--- config.mk ---
export PLATFORM = sky130hd
export DESIGN_NAME = morse_key_capture
export DESIGN_NICKNAME = d
export VERILOG_FILES = /design/src/rtl/morse_key_capture.sv
export SDC_FILE = /design/constraint.sdc
export NUM_CORES = 1
export LEC_CHECK = 0
export BUFFER_PORTS_ARGS = -buffer_cell sky130_fd_sc_hd__clkbuf_2
export CORE_MARGIN = 8
export CORE_UTILIZATION = 56
export CTS_BUF_LIST = sky130_fd_sc_hd__clkbuf_4 sky130_fd_sc_hd__clkbuf_8 sky130_fd_sc_hd__clkbuf_16
export CTS_CLUSTER_DIAMETER = 80
export DETAILED_ROUTE_END_ITERATION = 8
export GPL_TIMING_DRIVEN = 0
export PLACE_DENSITY = 0.76
export SLEW_MARGIN = 0
export SYNTH_ARGS = -nofsm -noshare
export SYNTH_HDL_FRONTEND = slang
export SYNTH_SLANG_ARGS = --single-unit
export TNS_END_PERCENT = 100
--- constraint.sdc ---
create_clock -name clk -period 2.71 [get_ports clk]
set_clock_uncertainty 0.15 [all_clocks]
set_input_delay 0.271 -clock clk [delete_from_list [all_inputs] [get_ports clk]]
set_output_delay 0.271 -clock clk [all_outputs]
set_load 0.01 [all_outputs]
--- src/rtl/morse_key_capture.sv ---
// ============================================================================
// Module      : morse_key_capture
// Description : Debounces a raw Morse key, times each press as dot or dash,
//               packs up to five symbols per letter and pulses trans when the
//               inter-letter gap expires. The code is held through a fixed
//               window so the downstream translator can sample it. Error
//               status is reported on inf and held until clr.
//               Optional macro MORSE_BEEP_EN adds a key tone on beep.
// Revision    : 1.0 - initial release
// ============================================================================
`default_nettype none

module morse_key_capture #(
    parameter int CNT_W       = 28,
    parameter int DEB_CYCLES  = 1_000_000,
    parameter int DASH_CYCLES = 30_000_000,
    parameter int FAIL_CYCLES = 200_000_000,
    parameter int GAP_CYCLES  = 100_000_000,
    parameter int HOLD_CYCLES = 1_100_000
`ifdef MORSE_BEEP_EN
    ,
    parameter int BEEP_DIV    = 50_000
`endif
) (
    input  logic       clk,
    input  logic       rst,
    input  logic       key,
    input  logic       clr,
    output logic [4:0] led_morse,
    output logic [2:0] led_cnt,
    output logic       trans,
    output logic [1:0] inf,
    output logic       beep
);

    localparam logic [CNT_W-1:0] DEB_LAST  = CNT_W'(DEB_CYCLES - 1);
    localparam logic [CNT_W-1:0] DASH_MIN  = CNT_W'(DASH_CYCLES);
    localparam logic [CNT_W-1:0] FAIL_LAST = CNT_W'(FAIL_CYCLES - 1);
    localparam logic [CNT_W-1:0] GAP_LAST  = CNT_W'(GAP_CYCLES - 1);
    localparam logic [CNT_W-1:0] HOLD_LAST = CNT_W'(HOLD_CYCLES - 1);

    typedef enum logic [2:0] {
        IDLE  = 3'd0,
        PRESS = 3'd1,
        GAP   = 3'd2,
        HOLD  = 3'd3,
        ERR   = 3'd4
    } state_t;

    logic             sync1;
    logic             sync2;
    logic             deb_key;
    logic [CNT_W-1:0] deb_cnt;
    logic             deb_flip;
    logic             deb_rise;
    logic             deb_fall;

    state_t           state;
    state_t           state_nx;
    logic [CNT_W-1:0] cnt;
    logic [CNT_W-1:0] cnt_nx;
    logic [CNT_W-1:0] cnt_inc;
    logic [4:0]       morse_nx;
    logic [2:0]       lcnt_nx;
    logic [1:0]       inf_nx;
    logic             trans_nx;

    // Edge events are taken in the cycle the debounced level is about to flip,
    // so the FSM reacts on the same edge the debounced level changes.
    assign deb_flip = (sync2 != deb_key) && (deb_cnt == DEB_LAST);
    assign deb_rise = deb_flip &&  sync2;
    assign deb_fall = deb_flip && !sync2;
    assign cnt_inc  = (cnt == {CNT_W{1'b1}}) ? cnt : cnt + CNT_W'(1);

    // Two-flop synchroniser followed by a stable-count debouncer.
    always_ff @(posedge clk or negedge rst) begin
        if (!rst) begin
            sync1   <= 1'b0;
            sync2   <= 1'b0;
            deb_key <= 1'b0;
            deb_cnt <= '0;
        end else begin
            sync1 <= key;
            sync2 <= sync1;
            if (sync2 != deb_key) begin
                if (deb_cnt == DEB_LAST) begin
                    deb_key <= sync2;
                    deb_cnt <= '0;
                end else begin
                    deb_cnt <= deb_cnt + CNT_W'(1);
                end
            end else begin
                deb_cnt <= '0;
            end
        end
    end

    // FSM state, shared counter and registered letter outputs.
    always_ff @(posedge clk or negedge rst) begin
        if (!rst) begin
            state     <= IDLE;
            cnt       <= '0;
            led_morse <= 5'd0;
            led_cnt   <= 3'd0;
            inf       <= 2'd0;
            trans     <= 1'b0;
        end else begin
            state     <= state_nx;
            cnt       <= cnt_nx;
            led_morse <= morse_nx;
            led_cnt   <= lcnt_nx;
            inf       <= inf_nx;
            trans     <= trans_nx;
        end
    end

    // Next-state and next-output logic; clr overrides every transition.
    always_comb begin
        state_nx = state;
        cnt_nx   = cnt;
        morse_nx = led_morse;
        lcnt_nx  = led_cnt;
        inf_nx   = inf;
        trans_nx = 1'b0;
        if (clr) begin
            state_nx = IDLE;
            cnt_nx   = '0;
            morse_nx = 5'd0;
            lcnt_nx  = 3'd0;
            inf_nx   = 2'd0;
        end else begin
            case (state)
                IDLE: begin
                    cnt_nx = '0;
                    if (deb_rise) state_nx = PRESS;
                end
                PRESS: begin
                    cnt_nx = cnt_inc;
                    if (cnt == FAIL_LAST) begin
                        state_nx = ERR;
                        inf_nx   = 2'd2;
                    end else if (deb_fall) begin
                        if (led_cnt == 3'd5) begin
                            state_nx = ERR;
                            inf_nx   = 2'd1;
                        end else begin
                            morse_nx = {led_morse[3:0], (cnt >= DASH_MIN)};
                            lcnt_nx  = led_cnt + 3'd1;
                            state_nx = GAP;
                            cnt_nx   = '0;
                        end
                    end
                end
                GAP: begin
                    cnt_nx = cnt_inc;
                    // Expiry is checked first so a press in the expiry cycle is dropped.
                    if (cnt == GAP_LAST) begin
                        trans_nx = 1'b1;
                        state_nx = HOLD;
                        cnt_nx   = '0;
                    end else if (deb_rise) begin
                        state_nx = PRESS;
                        cnt_nx   = '0;
                    end
                end
                HOLD: begin
                    cnt_nx = cnt_inc;
                    if (cnt == HOLD_LAST) begin
                        morse_nx = 5'd0;
                        lcnt_nx  = 3'd0;
                        state_nx = IDLE;
                        cnt_nx   = '0;
                    end
                end
                ERR: begin
                    cnt_nx = '0;
                end
                default: begin
                    state_nx = IDLE;
                    cnt_nx   = '0;
                end
            endcase
        end
    end

`ifdef MORSE_BEEP_EN
    localparam logic [CNT_W-1:0] BEEP_LAST = CNT_W'(BEEP_DIV - 1);

    logic [CNT_W-1:0] beep_cnt;
    logic             beep_q;
    logic             beep_act;

    assign beep_act = deb_key && ((state == IDLE) || (state == PRESS) || (state == GAP));
    assign beep     = beep_q;

    // Tone divider: toggles every BEEP_DIV cycles while the key is down.
    always_ff @(posedge clk or negedge rst) begin
        if (!rst) begin
            beep_cnt <= '0;
            beep_q   <= 1'b0;
        end else if (!beep_act) begin
            beep_cnt <= '0;
            beep_q   <= 1'b0;
        end else if (beep_cnt == BEEP_LAST) begin
            beep_cnt <= '0;
            beep_q   <= ~beep_q;
        end else begin
            beep_cnt <= beep_cnt + CNT_W'(1);
        end
    end
`else
    assign beep = 1'b0;
`endif

endmodule

`default_nettype wire

* Word level (Yosys, flattened, before mapping)
Index checks and enable logic that the tools add are counted.
** Word-level totals
- Input port bits :: 4
- Logic and storage cells :: 82
- Output and inout port bits :: 12
- Flip-flop bits (word level) :: 73
** Cells by class
- Magnitude comparators :: 1
- $add $sub $neg :: 3
- Reduce and logical (&&, ||, !) cells :: 13
- Multiplexer cells :: 38
- Equality and inequality tests :: 17
** Operators with widths (count)
- $mux 28 :: 10
- $pmux 28 s3 :: 1
- $add 28x1->28 const B :: 2
- $eq 28x28->1 const B :: 2
- $mux 3 :: 11
- $eq 28x20->1 const B :: 1
- $eq 28x21->1 const B :: 1
- $eq 28x27->1 const B :: 1
- $ge 28x25->1 const B :: 1
- $mux 5 :: 5
- $pmux 3 s5 :: 1
- $ne 3x3->1 const B :: 4
- $mux 2 :: 5
- $pmux 5 s2 :: 1
- $reduce_bool 3->1 :: 3
- $eq 3x2->1 const B :: 2
- $eq 3x3->1 const B :: 2
- $pmux 3 s2 :: 1
- $reduce_and 3->1 :: 2
- $reduce_and 5->1 :: 1
- $ne 4x4->1 const B :: 1
- $add 3x1->3 const B :: 1
- $eq 3x1->1 const B :: 1
- $logic_and 1x1->1 :: 3
- other kinds (7) :: 9

* Logic depth before layout (Yosys ltp)
Gate-level depths: netlist of run 1.
- Depth in word-level cells :: 7
- Gate-level depth with buffers :: 9
- Depth with buffers taken out :: 7

* Least setup slack after synthesis of run 1
No wires, ideal clock.
- Path type :: reg2reg
- Start point :: reg cnt[19]
- End point :: reg cnt[17]
- Library setup time :: 0.120 ns
- Cell stages (with the launch flop) :: 9
- Slack :: 0.023 ns
- Data arrival time :: 2.417 ns
- Period minus slack after synthesis :: 2.687 ns
- Required time :: 2.440 ns
- Path through :: dfrtp_1 -> buf_6 -> or4_1 -> or4_4 -> nor4_4 -> a211oi_2 -> o31ai_4 -> buf_6 -> nor2_1
** On the way
- Cells in the longest elaborated chain, start to end :: 7
** RTL lines
- from (decl) :: line 60 : logic [CNT_W-1:0] cnt;
- from (signal assigned) :: line 109 : cnt <= cnt_nx;
- $eq 28x28->1 :: line 73 : assign cnt_inc = (cnt == {CNT_W{1'b1}}) ? cnt : cnt + CNT_W'(1);
- $mux 28 :: line 73
- $mux 28 :: line 143 : if (led_cnt == 3'd5) begin
- $mux 28 :: line 142 : end else if (deb_fall) begin
- $mux 28 :: line 139 : if (cnt == FAIL_LAST) begin
- $pmux 28 s3 * :: line 132 : case (state)
- $mux 28 * :: line 125 : if (clr) begin
- via cnt_nx[17] :: line 61 : logic [CNT_W-1:0] cnt_nx;
The timed path passes the listed nets; every way through them passes the cells marked *.
A chain may end at the register's enable or synchronous reset.

* Final worst setup path of run 1
- Start point :: reg cnt[17]
- End point :: reg cnt[10]
The elaborated chain is that of the path after synthesis.

==> results.py, run 1 <==
metrics = {
    "outcome": {
        "run_status": "finished, violations left",
        "failed_checks": "setup timing",
    },
    "logic_synthesis": {
        "ys_ff_latch": 73,
        "synth-edff-count": 0,
        "synth_top_cell_by_area": "sky130_fd_sc_hd__dfrtp_1",
        "yosys.cell_types.count": 59,
        "synthesis.yosys.warnings": 0,
        "synth_async_sr_flop_share_pct": 100,
        "synth.avg_cell_area_um2": 9.28,
        "dominantRegCellSynth": "sky130_fd_sc_hd__dfrtp_1",
        "yosys.area.top_type_share_pct": 44.8,
        "top_cells_by_instance_count_after_synthesis": "73 x sky130_fd_sc_hd__dfrtp_1, 72 x sky130_fd_sc_hd__nor2_1, 34 x sky130_fd_sc_hd__nand2_1",
        "yosysSeqAreaShare_pct": 44.8,
        "post_synth_instance_area_um2": 4080,
        "yosysMostFrequentCell": "sky130_fd_sc_hd__dfrtp_1",
        "synthesis.instances": 439,
        "yosys-top-cells-area": "sky130_fd_sc_hd__dfrtp_1 45%, sky130_fd_sc_hd__nor2_1 6.6%, sky130_fd_sc_hd__xnor2_1 6.0%",
        "synth_fp_nets": 448,
    },
    "floorplanning": {
        "core-area_um2": 7140,
        "die_h_um": 101,
        "io_pins": 16,
        "dieWidth_um": 101,
        "std_cell_rows": 31,
        "die-area_um2": 10300,
        "initial_standard_cell_utilization_of_the_core_pct": 57.1,
    },
    "routing": {
        "remaining_drc_errors": 0,
        "vias_per_cell": 5.85,
        "postRouteWirelength_um": 9550,
        "wl_per_cell_um": 16.2,
        "antenna_violating_nets_post_route": 0,
        "drt_first_iter_violations": 212,
        "length_of_the_first_detailed_routing_pass_in_iterations": 5,
        "routed-via-count": 3457,
    },
    "flow_run": {
        "cap_viol_max_count": 0,
    },
    "timing": {
        "final.setup.tns_ns": -1.86,
        "setup_violators_final": 26,
        "maxSlewViolCount": 0,
        "finalWorstSetupSlack_ns": -0.0860,
        "min_period_ns": 2.80,
        "unrepaired_setup_endpoints_after_global_routing": "true",
        "final_min_period_over_clock_period_pct": 103,
        "achievable_frequency_ghz": 0.358,
        "hold_viol_final": 0,
        "max_slew_margin_pct": 55.8,
        "worstMarginPinSlew_ns": 0.659,
    },
    "critical_path": {
        "crit_path_frequent_cell": "sky130_fd_sc_hd__or4_4",
        "critical_path_peak_fanout": 5,
        "kind_of_end_point_of_the_critical_path": "flip-flop",
        "worstPathCellList": "or4_4, or4_4, nor4_4, a211oi_2, o31ai_4, buf_6, buf_12, buf_8, nor2_1",
        "worstSetupStartpointType": "flip-flop",
        "worst-setup-path-type": "reg -> reg",
        "cp_slowest_stage_delay_ns": 0.53,
        "crit-reg2reg-launch": "cnt[17]$_DFF_PN0_",
        "timing.critical_path.max_delay_family": "simple AND/OR/NAND/NOR gates",
        "worstPathBufferInverterCount": 3,
        "crit_slowest_cell": "sky130_fd_sc_hd__or4_4",
        "critical_path_arrival_ns": 2.89,
        "reg2reg_slack_ns": -0.09,
        "cp-startpoint": "cnt[17]$_DFF_PN0_",
        "worst_ep_required_time_ns": 2.80,
    },
    "clock_network": {
        "h-tree-depth": 3,
        "clkSinkCount": 73,
        "number_of_buffers_inserted_during_clock_tree_synthesis": 9,
        "clock_latency_late_sink_ns": 0.35,
        "cts_max_path_buffers": 2,
        "cts_tree": "done",
        "cts_root_buffer": "sky130_fd_sc_hd__clkbuf_8",
        "clk_pin_slew_ns": 0.08,
    },
    "final_layout": {
        "finalCoreUtilization_pct": 69.2,
        "nFillCells": 555,
        "flow.area_growth_from_synthesis_pct": 21.2,
        "antenna-diode-count": 0,
        "number_of_nets_in_the_final_layout": 496,
        "layout-drive-gt1-share_pct": 24.0,
        "ff_latch_area_um2": 1830,
        "multi_input_area_um2": 2240,
    },
    "min_path": {
        "worstHoldStart": "clr",
        "hold_path_class": "in -> reg",
    },
    "global_route": {
        "grt_overflow": 0,
        "track_usage_pct": 18.4,
        "grt_antenna_before_repair": 0,
        "vias_in_the_first_global_route": 3224,
        "grt_max_degree": 39,
        "grt_pass1_wl_um": 15200,
    },
    "power_and_ir_drop": {
        "ir_drop_v": 0.000290,
        "powerDensity_nw_per_um2": 411,
        "totalPowerFinal_mw": 2.03,
        "leakage_nw": 1.96,
    },
    "placed_design": {
        "io_buffer_count": 14,
        "place.detailed.hpwl_um": 5830,
        "globalplace.congestion": 0.987,
        "place_ws_ns": -0.461,
    },
}
[cell type report]
type	count	share of cell area, %
clock inverters	6	1.34
plain buffers	14	2.36
multi-input cells	336	45.4
clock buffers	10	2.79
repair buffers	41	7.62
flip-flops and latches	73	37.1
inverters	12	0.912
well taps	99	2.51
[layer usage]
layer	GRT usage [%]	wire (um)	vias to the layer above	share of wire, %
met4	6.41	160	0	1.7
met3	4.54	502	20	5.3
li1	-	-	1646	-
met5	0	0	-	0
met2	30.4	4690	103	49
met1	22.7	4200	1688	44
[cells in the final DEF, fill, tap and decap left out, drive strengths merged, types with 3 or more instances in the layout]
cell      count
a21oi        14
or4           6
inv          13
ha            5
o21ai         3
buf          31
clkinvlp      3
nor4         10
nor2         77
nand4        20
and4          7
or3b          7
nand2        34
or3           4
a211oi        4
xor2         20
dfrtp        73
a31oi         4
and2          4
nand3        30
xnor2        28
nor3         17
clkbuf       32
and3          9
[registers in the layout, summed over array words and instances (netlist names)]
signal     count
led_cnt        3
sync1          1
deb_cnt       28
deb_key        1
state          3
trans          1
inf            2
cnt           28
sync2          1
led_morse      5
[kinds of logic (layout without fill, tap and decap cells)]
| group | Yosys count | count (layout) | synth area share, % |
|---|---|---|---|
| other | 1 | 1 | 0.0920 |
| and+or+nand+nor | 239 | 239 | 31.3 |
| AOI/OAI and AO/OA | 41 | 41 | 7.18 |
| adders and majority gates | 5 | 5 | 1.54 |
| xor gates and xnor gates | 48 | 48 | 10.3 |
| buffers and inverters | 30 | 83 | 4.21 |
| DFF | 73 | 73 | 44.8 |
| muxes | 2 | 2 | 0.522 |
[path summary, 6_finish.rpt]
check,cells after the start,to
setup / recovery,9,cnt[10]$_DFF_PN0_
hold / removal,2,inf[0]$_DFFE_PN0P_
setup reg to reg,9,cnt[10]$_DFF_PN0_
hold reg to reg,0,sync2$_DFF_PN0_
max in group asynchronous,3,cnt[5]$_DFF_PN0_
min in group asynchronous,2,deb_cnt[18]$_DFF_PN0_
[per-stage QoR]
step	std cells	instance area (um2)	hold slack, ns
2_1_floorplan	439	4080	-0.175
3_3_place_gp	552	4270	0.196
3_5_place_dp	553	4290	0.142
4_1_cts	578	4690	0.0419
5_1_grt	591	4940	0.0663
6_report	591	4940	0.0503
[power by group]
part | switching, mW | internal [mW]
registers | 0.00445 | 1.09
clock network | 0.431 | 0.451
logic | 0.0374 | 0.0137
total | 0.472 | 1.56
[what timing repair did]
item / in CTS / in global routing
hold buffers: 2 / 0
cloned: 0 / 3
buffers inserted: 8 / 13
setup endpoints to repair: 55 / 56
endpoints found under the hold margin: 36 / 0
resized for setup: 23 / 32
pin swaps: 9 / 12
Note: power is estimated with default switching activity, not from simulation.
==> run 2, diff against run 1 <==
--- a/config.mk
+++ b/config.mk
@@ -5,14 +5,16 @@
 export SDC_FILE = /design/constraint.sdc
 export NUM_CORES = 1
 export LEC_CHECK = 0
+export ABC_AREA = 1
 export BUFFER_PORTS_ARGS = -buffer_cell sky130_fd_sc_hd__clkbuf_2
+export CAP_MARGIN = 25
 export CORE_MARGIN = 8
-export CORE_UTILIZATION = 56
+export CORE_UTILIZATION = 57
 export CTS_BUF_LIST = sky130_fd_sc_hd__clkbuf_4 sky130_fd_sc_hd__clkbuf_8 sky130_fd_sc_hd__clkbuf_16
-export CTS_CLUSTER_DIAMETER = 80
+export CTS_CLUSTER_DIAMETER = 200
 export DETAILED_ROUTE_END_ITERATION = 8
 export GPL_TIMING_DRIVEN = 0
-export PLACE_DENSITY = 0.76
+export PLACE_DENSITY = 0.77
 export SLEW_MARGIN = 0
 export SYNTH_ARGS = -nofsm -noshare
 export SYNTH_HDL_FRONTEND = slang
==> results.py, run 2 <==
metrics = {
    "global_route": {
        "grt_max_degree": 41,
        "grt_antenna_before_repair": 0,
        "grt_overflow": 0,
        "track_usage_pct": 21.7,
        "vias_in_the_first_global_route": 4400,
        "grt_pass1_wl_um": 20300,
    },
    "timing": {
        "maxSlewViolCount": 0,
        "unrepaired_setup_endpoints_after_global_routing": "false",
        "worstMarginPinSlew_ns": 0.769,
        "final_min_period_over_clock_period_pct": 85.0,
        "final.setup.tns_ns": 0,
        "achievable_frequency_ghz": 0.434,
        "finalWorstSetupSlack_ns": 0.406,
        "min_period_ns": 2.30,
        "max_slew_margin_pct": 48.4,
        "hold_viol_final": 0,
        "setup_violators_final": 0,
    },
    "floorplanning": {
        "std_cell_rows": 34,
        "die-area_um2": 11900,
        "die_h_um": 109,
        "dieWidth_um": 109,
        "initial_standard_cell_utilization_of_the_core_pct": 57.5,
        "core-area_um2": 8550,
        "io_pins": 16,
    },
    "placed_design": {
        "place.detailed.hpwl_um": 9020,
        "globalplace.congestion": 0.948,
        "io_buffer_count": 14,
        "dpl_cell_area_um2": 5140,
        "place_ws_ns": 0.427,
    },
    "routing": {
        "vias_per_cell": 5.41,
        "drt_first_iter_violations": 278,
        "antenna_violating_nets_post_route": 0,
        "wl_per_cell_um": 14.1,
        "routed-via-count": 4589,
        "remaining_drc_errors": 0,
        "postRouteWirelength_um": 12000,
        "length_of_the_first_detailed_routing_pass_in_iterations": 5,
    },
    "logic_synthesis": {
        "synth_top_cell_by_area": "sky130_fd_sc_hd__dfrtp_1",
        "synth_async_sr_flop_share_pct": 100,
        "yosysSeqAreaShare_pct": 37.2,
        "ys_ff_latch": 73,
        "dominantRegCellSynth": "sky130_fd_sc_hd__dfrtp_1",
        "yosys-top-cells-area": "sky130_fd_sc_hd__dfrtp_1 37%, sky130_fd_sc_hd__nand2_1 13%, sky130_fd_sc_hd__nor2_1 9.7%",
        "yosysMostFrequentCell": "sky130_fd_sc_hd__nand2_1",
        "post_synth_instance_area_um2": 4920,
        "synth.avg_cell_area_um2": 6.95,
        "synth-edff-count": 0,
        "top_cells_by_instance_count_after_synthesis": "166 x sky130_fd_sc_hd__nand2_1, 127 x sky130_fd_sc_hd__nor2_1, 87 x sky130_fd_sc_hd__inv_1",
        "yosys.area.top_type_share_pct": 37.2,
        "synthesis.yosys.warnings": 0,
        "synth_fp_nets": 717,
        "synthesis.instances": 708,
        "yosys.cell_types.count": 40,
    },
    "final_layout": {
        "largest_registers": "cnt x28, deb_cnt x28, led_morse x5",
        "flow.area_growth_from_synthesis_pct": 10.1,
        "multi_input_area_um2": 2670,
        "most-common-layout-cells": "166 x sky130_fd_sc_hd__nand2_1, 127 x sky130_fd_sc_hd__nor2_1, 87 x sky130_fd_sc_hd__inv_1",
        "ff_latch_area_um2": 1830,
        "nFillCells": 789,
        "finalCoreUtilization_pct": 63.3,
        "layout-drive-gt1-share_pct": 12.4,
        "number_of_nets_in_the_final_layout": 745,
        "final_area_um2": 5410,
        "layout.cells.most_common": "sky130_fd_sc_hd__nand2_1",
        "antenna-diode-count": 0,
    },
    "critical_path": {
        "crit-reg2reg-launch": "cnt[0]$_DFF_PN0_",
        "cp-startpoint": "cnt[0]$_DFF_PN0_",
        "cp_slowest_stage_delay_ns": 0.38,
        "worstSetupStartpointType": "flip-flop",
        "worst-setup-path-type": "reg -> reg",
        "critical_path_arrival_ns": 2.40,
        "crit_slowest_cell": "sky130_fd_sc_hd__dfrtp_1",
        "critical_path_peak_fanout": 10,
        "worst_ep_required_time_ns": 2.81,
        "kind_of_end_point_of_the_critical_path": "flip-flop",
        "worstPathCellList": "ha_1, nand2_2, nor2_4, nand2_4, inv_1, nand3_1, nand3_1, nand4_4, nand2_4, buf_6, nor2_1",
    },
    "min_path": {
        "worstHoldStart": "clr",
        "hold_path_class": "in -> reg",
    },
    "power_and_ir_drop": {
        "leakage_nw": 2.46,
        "ir_drop_v": 0.000238,
        "powerDensity_nw_per_um2": 419,
        "totalPowerFinal_mw": 2.27,
    },
    "clock_network": {
        "h-tree-depth": 3,
        "clock_latency_late_sink_ns": 0.36,
        "cts_max_path_buffers": 2,
        "clk_pin_slew_ns": 0.08,
        "number_of_buffers_inserted_during_clock_tree_synthesis": 9,
        "cts_tree": "done",
        "clkSinkCount": 73,
        "cts_root_buffer": "sky130_fd_sc_hd__clkbuf_8",
    },
    "outcome": {
        "run_status": "finished clean",
    },
    "flow_run": {
        "cap_viol_max_count": 0,
    },
}
[run 2: layer usage]
metal  vias up  part of all wire (%)  global-route usage [%]
met4         0                   1.9                    7.23
li1       2301                     -                       -
met5         -                     0                       0
met3        21                   6.5                    5.91
met1      2119                    45                    27.5
met2       148                    47                    35.1
[run 2: layout make-up]
class / count / area share, %
plain buffers: 10 / 1.32
clock buffers: 11 / 2.68
clock inverters: 5 / 1.90
inverters: 92 / 6.38
multi-input cells: 533 / 49.4
flip-flops and latches: 73 / 33.7
well taps: 108 / 2.50
repair buffers: 17 / 2.08
[run 2: what timing repair did]
action / 4_1_cts / 5_1_grt
hold buffers: 2 / 0
buffers inserted: 0 / 0
resized for setup: 0 / 0
hold endpoints to repair: 34 / 0
[run 2: worst paths after layout]
path	slack (ns)	depth (start not counted)	to
max in group asynchronous	1.55	3	cnt[27]$_DFF_PN0_
min in group asynchronous	0.27	2	deb_cnt[12]$_DFF_PN0_
min	0.13	4	state[2]$_DFFE_PN0P_
min reg2reg	0.21	0	sync2$_DFF_PN0_
max reg2reg	0.41	11	cnt[10]$_DFF_PN0_
max	0.41	11	cnt[10]$_DFF_PN0_
[run 2: power breakdown]
part	switching (mW)	leakage, nW	internal (mW)
clock	0.430	0.123	0.646
sequential	0.00978	1.01	1.10
combinational	0.0586	1.33	0.0253
[run 2: cell families after synthesis]
kind of cell / share of synthesized area (%)
other: 0.0763
XOR/XNOR: 4.81
AO/OA/AOI/OAI: 3.84
flip-flops: 37.2
buffers and inverters: 8.47
AND/OR/NAND/NOR: 44.4
adder cells (fa/ha/maj): 1.27
[run 2: through the flow]
step                      instances  hold slack, ns
after floorplan                 708          -0.175
after global placement          830           0.194
after detailed placement        831           0.138
after CTS                       849           0.113
after global routing            849           0.157
final                           849           0.133
[run 2: critical path, delay by kind of cell (launching register included)]
kind                       cells  cell delay, ns
buffers and inverters          2            0.36
and+or+nand+nor                8            1.06
adders and majority gates      1            0.24
DFF                            1            0.38
